## config.mk

```make
export PLATFORM = sky130hd
export DESIGN_NAME = mips_multi_cycle_core
export DESIGN_NICKNAME = d
export VERILOG_FILES = /design/src/rtl/mips_multi_cycle_core.sv
export SDC_FILE = /design/constraint.sdc
export NUM_CORES = 2
export LEC_CHECK = 0
export BUFFER_PORTS_ARGS = -buffer_cell sky130_fd_sc_hd__buf_2
export CAP_MARGIN = 0
export CORE_MARGIN = 2
export CORE_UTILIZATION = 45
export DETAILED_ROUTE_END_ITERATION = 16
export SKIP_CTS_REPAIR_TIMING = 1
export SYNTH_ARGS = -nofsm -noshare
export SYNTH_HDL_FRONTEND = slang
export SYNTH_SLANG_ARGS = --single-unit
```

## constraint.sdc

```tcl
create_clock -name clk -period 4 [get_ports clk]
set_clock_uncertainty 0.05 [all_clocks]
set_input_delay 0.8 -clock clk [delete_from_list [all_inputs] [get_ports clk]]
set_output_delay 0.8 -clock clk [all_outputs]
set_load 0.05 [all_outputs]
```

## src/rtl/mips_multi_cycle_core.sv

```systemverilog
// Multi-cycle MIPS subset core (lw, sw, R-type add/sub/and/or/slt, beq, addi, j)
// with an internal FSM controller, a 32-entry register file and one
// memory-mapped GPIO output register.
module mips_multi_cycle_core #(
  parameter int unsigned          WIDTH      = 32,
  parameter logic [WIDTH-1:0]     RESET_PC   = '0,
  parameter int unsigned          GPIO_WIDTH = 8,
  parameter logic [WIDTH-1:0]     GPIO_ADDR  = WIDTH'(32'hFFFF_FFF0)
) (
  input  logic                  clk,
  input  logic                  rst,
  output logic [WIDTH-1:0]      mem_addr,
  output logic [WIDTH-1:0]      mem_wdata,
  output logic                  mem_we,
  input  logic [WIDTH-1:0]      mem_rdata,
  output logic [GPIO_WIDTH-1:0] gpio_o,
  output logic [3:0]            state_o,
  output logic [WIDTH-1:0]      pc_o
);

  typedef enum logic [3:0] {
    StFetch  = 4'd0,
    StDecode = 4'd1,
    StMemAdr = 4'd2,
    StMemRd  = 4'd3,
    StMemWb  = 4'd4,
    StMemWr  = 4'd5,
    StExec   = 4'd6,
    StAluWb  = 4'd7,
    StBranch = 4'd8,
    StAddiEx = 4'd9,
    StAddiWb = 4'd10,
    StJump   = 4'd11
  } state_e;

  localparam logic [5:0] OpRtype = 6'b000000;
  localparam logic [5:0] OpJ     = 6'b000010;
  localparam logic [5:0] OpBeq   = 6'b000100;
  localparam logic [5:0] OpAddi  = 6'b001000;
  localparam logic [5:0] OpLw    = 6'b100011;
  localparam logic [5:0] OpSw    = 6'b101011;

  state_e                  state_q, state_d;
  logic [WIDTH-1:0]        pc_q, a_q, b_q, data_q, alu_out_q;
  logic [31:0]             ir_q;
  logic [GPIO_WIDTH-1:0]   gpio_q;
  logic [WIDTH-1:0]        rf_q [32];

  logic [5:0]              opcode, funct;
  logic [4:0]              rs, rt, rd;
  logic [WIDTH-1:0]        imm_ext, alu_res;
  logic                    is_gpio;
  logic                    unused_shamt;

  assign opcode  = ir_q[31:26];
  assign rs      = ir_q[25:21];
  assign rt      = ir_q[20:16];
  assign rd      = ir_q[15:11];
  assign funct   = ir_q[5:0];
  assign imm_ext = {{(WIDTH-16){ir_q[15]}}, ir_q[15:0]};
  assign unused_shamt = ^ir_q[10:6];

  assign is_gpio   = (alu_out_q == GPIO_ADDR);
  assign mem_addr  = (state_q == StMemRd || state_q == StMemWr) ? alu_out_q : pc_q;
  assign mem_wdata = b_q;
  // Reset gates the strobe so a store caught by reset never reaches memory.
  assign mem_we    = rst && (state_q == StMemWr) && !is_gpio;
  assign gpio_o    = gpio_q;
  assign state_o   = state_q;
  assign pc_o      = pc_q;

  // R-type ALU; unknown funct codes fall back to add.
  always_comb begin
    alu_res = a_q + b_q;
    case (funct)
      6'b100010: alu_res = a_q - b_q;
      6'b100100: alu_res = a_q & b_q;
      6'b100101: alu_res = a_q | b_q;
      6'b101010: alu_res = {{(WIDTH-1){1'b0}}, ($signed(a_q) < $signed(b_q))};
      default:   ;
    endcase
  end

  // FSM state register.
  always_ff @(posedge clk) begin
    if (!rst) state_q <= StFetch;
    else      state_q <= state_d;
  end

  // FSM next-state logic.
  always_comb begin
    state_d = StFetch;
    case (state_q)
      StFetch:  state_d = StDecode;
      StDecode: begin
        case (opcode)
          OpLw, OpSw: state_d = StMemAdr;
          OpRtype:    state_d = StExec;
          OpBeq:      state_d = StBranch;
          OpAddi:     state_d = StAddiEx;
          OpJ:        state_d = StJump;
          default:    state_d = StFetch;
        endcase
      end
      StMemAdr: state_d = (opcode == OpLw) ? StMemRd : StMemWr;
      StMemRd:  state_d = StMemWb;
      StExec:   state_d = StAluWb;
      StAddiEx: state_d = StAddiWb;
      default:  state_d = StFetch;
    endcase
  end

  // Datapath registers, register file and GPIO, updated per current state.
  always_ff @(posedge clk) begin
    if (!rst) begin
      pc_q      <= RESET_PC;
      ir_q      <= '0;
      a_q       <= '0;
      b_q       <= '0;
      data_q    <= '0;
      alu_out_q <= '0;
      gpio_q    <= '0;
      for (int i = 0; i < 32; i++) rf_q[i] <= '0;
    end else begin
      case (state_q)
        StFetch: begin
          ir_q <= mem_rdata[31:0];
          pc_q <= pc_q + WIDTH'(4);
        end
        StDecode: begin
          a_q       <= rf_q[rs];
          b_q       <= rf_q[rt];
          alu_out_q <= pc_q + (imm_ext << 2);
        end
        StMemAdr, StAddiEx: alu_out_q <= a_q + imm_ext;
        StMemRd:  data_q <= mem_rdata;
        StMemWb:  if (rt != 5'd0) rf_q[rt] <= data_q;
        StMemWr:  if (is_gpio) gpio_q <= b_q[GPIO_WIDTH-1:0];
        StExec:   alu_out_q <= alu_res;
        StAluWb:  if (rd != 5'd0) rf_q[rd] <= alu_out_q;
        StAddiWb: if (rt != 5'd0) rf_q[rt] <= alu_out_q;
        StBranch: if (a_q == b_q) pc_q <= alu_out_q;
        StJump:   pc_q <= {pc_q[WIDTH-1:28], ir_q[25:0], 2'b00};
        default:  ;
      endcase
    end
  end

endmodule

```

Yosys cells after proc, flatten, opt, wreduce, memory -nomap -nowiden
Memory sizes are Yosys's and may differ from the RTL's. A register that Yosys moved wholly into a read port is not among the register bits. Index checks and enable logic that the tools add are counted.

Memories: 1. Flip-flop bits (word level): 140. Word-level logic and storage cells: 88. Bits of input ports: 34. RAM bits: 1024.

Memories: rf_q (depth 32, bits a word 32, rd ports 2, clocked after Yosys merged registers in 2, wr ports 32, RTL line 47) `logic [WIDTH-1:0] rf_q [32];`.

Mux-type cells: 27. Bitwise operators: 4. Add/subtract/negate cells: 5. Eq/ne operators: 23. Order comparisons: 1. Reductions and logical operators: 20.

Operators with widths (count): $pmux 32 s3 (2); $mux 32 (5); $pmux 32 s4 (1); $add 32x32->32 (3); $reduce_or 32->1 (2); $eq 6x6->1 const B (6); $add 32x3->32 const B (1); $and 32x32->32 (1); $eq 32x32->1 (1); $eq 32x32->1 const B (1); $lt 32x32->1 (1); $or 32x32->32 (1); $sub 32x32->32 (1); $pmux 4 s6 (1); $pmux 4 s5 (1); $eq 4x3->1 const B (4); $eq 4x4->1 const B (4); $mux 1 (14); $mux 5 (2); $reduce_bool 5->1 (2); $eq 4x2->1 const B (2); $eq 6x2->1 const B (1); $eq 6x3->1 const B (1); $eq 6x4->1 const B (1); other kinds (15) (21).

Logic depth before layout (Yosys ltp)
Word-level depth: 9. Depth in mapped cells: 14.

Least setup slack after synthesis
Ideal clock, no wire load.

Path type: in2reg. Start: input port rst. End: memory rf_q[7][0], enable pin. Stages on the path: 10. Buffers on the path: 2. Arrival time: 3.392 ns. Slack: 0.168 ns. Cell sequence: clkbuf_1 > o21ai_0 > o31ai_1 > inv_2 > o41ai_1 > nand2_1 > nor2_2 > nand2_1 > clkbuf_1 > nand2_1.

RTL lines: start: declaration (RTL line 11) `input logic rst,`; end: declaration (RTL line 47).

Final worst setup path
Start: register a_q[3] (read register of rf_q). End: register alu_out_q[24].

Cells in the longest elaborated chain, start to end: 3. Elaborated cells on any way between the ends: 5.

RTL lines: start: declaration (RTL line 44) `logic [WIDTH-1:0] pc_q, a_q, b_q, data_q, alu_out_q;`; $add 32x32->32 or $sub 32x32->32 (tied branches) (RTL line 74, 76); $pmux 32 s4 (RTL line 75) `case (funct)`; $pmux 32 s3 (*) (RTL line 125) `case (state_q)`; end signal: assignment (RTL line 133) `alu_out_q <= pc_q + (imm_ext << 2);`; end signal: assignment (RTL line 135) `StMemAdr, StAddiEx: alu_out_q <= a_q + imm_ext;`; end signal: assignment (RTL line 139) `StExec: alu_out_q <= alu_res;`; end: declaration (RTL line 44).

Mark *: on every way between the ends. The rest lies on a longest branch, timed or not. A chain may end at the register's enable or synchronous reset.

==> key figures <==
Cells and area
  – Fillers: 12615
  – Area grow syn2layout: 15.03%
  – Total Nets Final: 5814
  – Layout cell share with drive strength beyond 1: 26.73%
  – Final instance area: 78480 um^2

Synthesis
  – Top_reg_cell synth: edfxtp_1
  – Most numerous cell in the Yosys netlist: nor2_1
  – Count of cell types in the netlist: 102
  – Cells after synthesis: 5435
  – #FFs+latches synth: 1228
  – Synthesized area: 68220 um^2
  – Share of synthesized flip-flops with an asynchronous set or reset: 0%
  – Area contributors post-synth: edfxtp_1, mux4_2, nor2_1, dfxtp_1, ha_1
  – Synth Area per Inst: 12.55 um^2
  – Sequential share of the synthesized area: 51.06%
  – Leading area contributor after synthesis: edfxtp_1
  – EDFF count, synth: 1024
  – Top post-synthesis cells by count: nor2_1, edfxtp_1, mux4_2
  – Post-synth top area share: 45.07%
  – Total of warnings raised by yosys: 0

Worst setup path
  – Crit Reg-Reg Startpoint: a_q[3]$_SDFFE_PN0P_
  – Startpoint Class: flop
  – Slowest stage delay, CP: 0.44 ns
  – Worst Setup SP: a_q[3]$_SDFFE_PN0P_
  – Crit path max fanout: 10
  – Crit-path cells: inv_1, ha_2, buf_4, o21ai_0, o211ai_1, nand2_1, o32ai_4, a32oi_1, buf_4, a31oi_1, nand3_1, a32oi_1, a2bb2oi_1, o21ai_1, a21oi_1
  – Worst Setup End Kind: flop
  – Kind of critical path: flop to flop
  – CP arrival: 4.50 ns
  – Slowest stage cell on the critical path: dfxtp_1
  – Required time of the critical path: 4.61 ns

Floorplan
  – Initial core utilization: 45.44%
  – Die Ht: 393.4 um
  – I/O pin cnt: 143
  – Core area: 150100 um^2
  – Die width: 393.4 um
  – Cell Rows: 142
  – Die Area: 154700 um^2

Clock tree
  – Root Driver: clkbuf_16
  – Clk_lat worst skew: 0.80 ns
  – CTS HTree Levels: 4
  – Clock sink total: 1228
  – CTS max path bufs: 3
  – CTS buffer count: 136
  – Clock Pin Slew Worst Setup and Hold Paths: 0.06 ns
  – CTS tree: yes

Place
  – Detailed-placement wirelength estimate: 155300 um
  – RD Place Congestion: 0.9750
  – Setup WS pre-CTS: 0.06463 ns
  – Placed cell area: 74000 um^2
  – Port buffer count: 142

Power and ir drop
  – Maximum vdd drop: 0.4783 mV
  – Lkg Pwr: 26.50 nW
  – Total power: 50.30 mW
  – Pwr Density: 641.0 nW/um^2

Detailed routing
  – Via count: 49852
  – Pre-antenna DRT Iters: 6
  – Final ANT Viol Nets: 0
  – DR DRC count: 0
  – Via density: 6.440
  – Iteration-0 DRC Markers: 6855
  – Routed Wire Length: 241600 um
  – Routed len/inst: 31.21 um

Hold path
  – Min-Delay Startpoint: mem_rdata[22]
  – Hold Path Class: primary input to flop

STA
  – Period utilisation layout: 97.13%
  – Final setup margin: 0.1146 ns
  – Slew Limit Headroom: 32.30%
  – Final setup vio count: 0
  – Fin. Hold Viols: 0
  – Fmax: 257.4 MHz
  – Slew Limit Fails: 0
  – Setup TNS: 0 ns
  – Post-route minimum period: 3.885 ns
  – Unrepaired setup endpoints after global routing: yes
  – Hold WS: 0.2197 ns
  – Worst slew pin tran: 1.010 ns

Run status
  – Status: finished clean

Global routing
  – Initial antenna violation count: 10
  – Pin count of the biggest net entering global routing: 152
  – GRT Resource Usage Total: 30.93%
  – Vias in the first global route: 49032
  – Grt ovf: 0
  – First-pass GRT wire length: 347200 um

Flow run
  – Max Cap Viol: 0
==> state kept, by name, summed over array words and instances, names as in the netlist <==
register	flops
mem_wdata	32
data_q	32
gpio_o	8
state_o	4
pc_o	32
ir_q	32
a_q	32
alu_out_q	32
rf_q	1024
==> path summary, 6_finish.rpt <==
check,endpoint,slack (ns),cells past startpoint
setup / recovery,alu_out_q[24]$_SDFFE_PN0P_,0.11,15
hold / removal,ir_q[22]$_SDFFE_PN0P_,0.22,3
setup reg to reg,alu_out_q[24]$_SDFFE_PN0P_,0.11,15
hold reg to reg,data_q[29]$_SDFFE_PN0P_,0.43,2
==> worst max-delay path, delay by kind of cell, from the launching register on <==
family          cells  cell delay, ns
buf+inv             3            0.46
compound gates      9            2.01
fa+ha+maj           1            0.44
flops               1            0.44
simple gates        2            0.36
==> routing by layer <==
layer  global-route usage (%)  part of all wire (%)
met1                    39.98                    37
met2                    51.19                    49
met3                    5.926                    10
met4                    12.86                   4.5
met5                        0                 0.020
==> through the flow <==
step	instances	util, %
2_1_floorplan	5466	-
3_3_place_gp	7497	49.29
3_5_place_dp	7497	49.29
4_1_cts	7740	52.25
5_1_grt	7740	52.27
6_report	7741	52.27
==> area by class of cell <==
type / count / area, um^2 / area share (%)
antenna: 1 / 2.502 / 0.003189
clock buffer: 175 / 3652 / 4.654
clock inverter: 68 / 785.8 / 1.001
inverter: 116 / 445.4 / 0.5676
multi-input combinational: 3634 / 31760 / 40.47
sequential: 1228 / 34870 / 44.43
tap: 2016 / 2522 / 3.214
timing repair buffer: 503 / 4437 / 5.654
==> layout by cell type, fill, tap and decap left out, types with 81 or more instances in the layout <==
cell type     n
buf_4       281
a21oi_1     269
a211oi_1     86
buf_2       141
inv_1       113
buf_12       81
mux4_2      640
dfxtp_1     192
nand2_1     259
ha_1        156
nor2_1     1229
edfxtp_1   1024
clkbuf_16   138
o21ai_0     154
==> where the power goes <==
part           internal (mW)  leakage (nW)  switching [mW]  total (mW)
sequential              14.8          12.2            1.32        16.1
combinational           8.72          12.1            12.8        21.5
clock                   7.32          2.14            5.37        12.7
==> cells by family (layout without fill, tap and decap cells) <==
| family | after synthesis | in the layout | share of synthesized area [%] |
|---|---|---|---|
| simple gates | 1768 | 1768 | 10.50 |
| flops | 1228 | 1228 | 51.06 |
| compound gates | 825 | 825 | 7.837 |
| mux | 774 | 774 | 23.15 |
| buf+inv | 604 | 862 | 3.499 |
| fa+ha+maj | 161 | 161 | 2.997 |
| xor+xnor | 74 | 74 | 0.9501 |
| other cells | 1 | 33 | 0.005497 |
No activity file was read; power rests on OpenSTA's default activity.
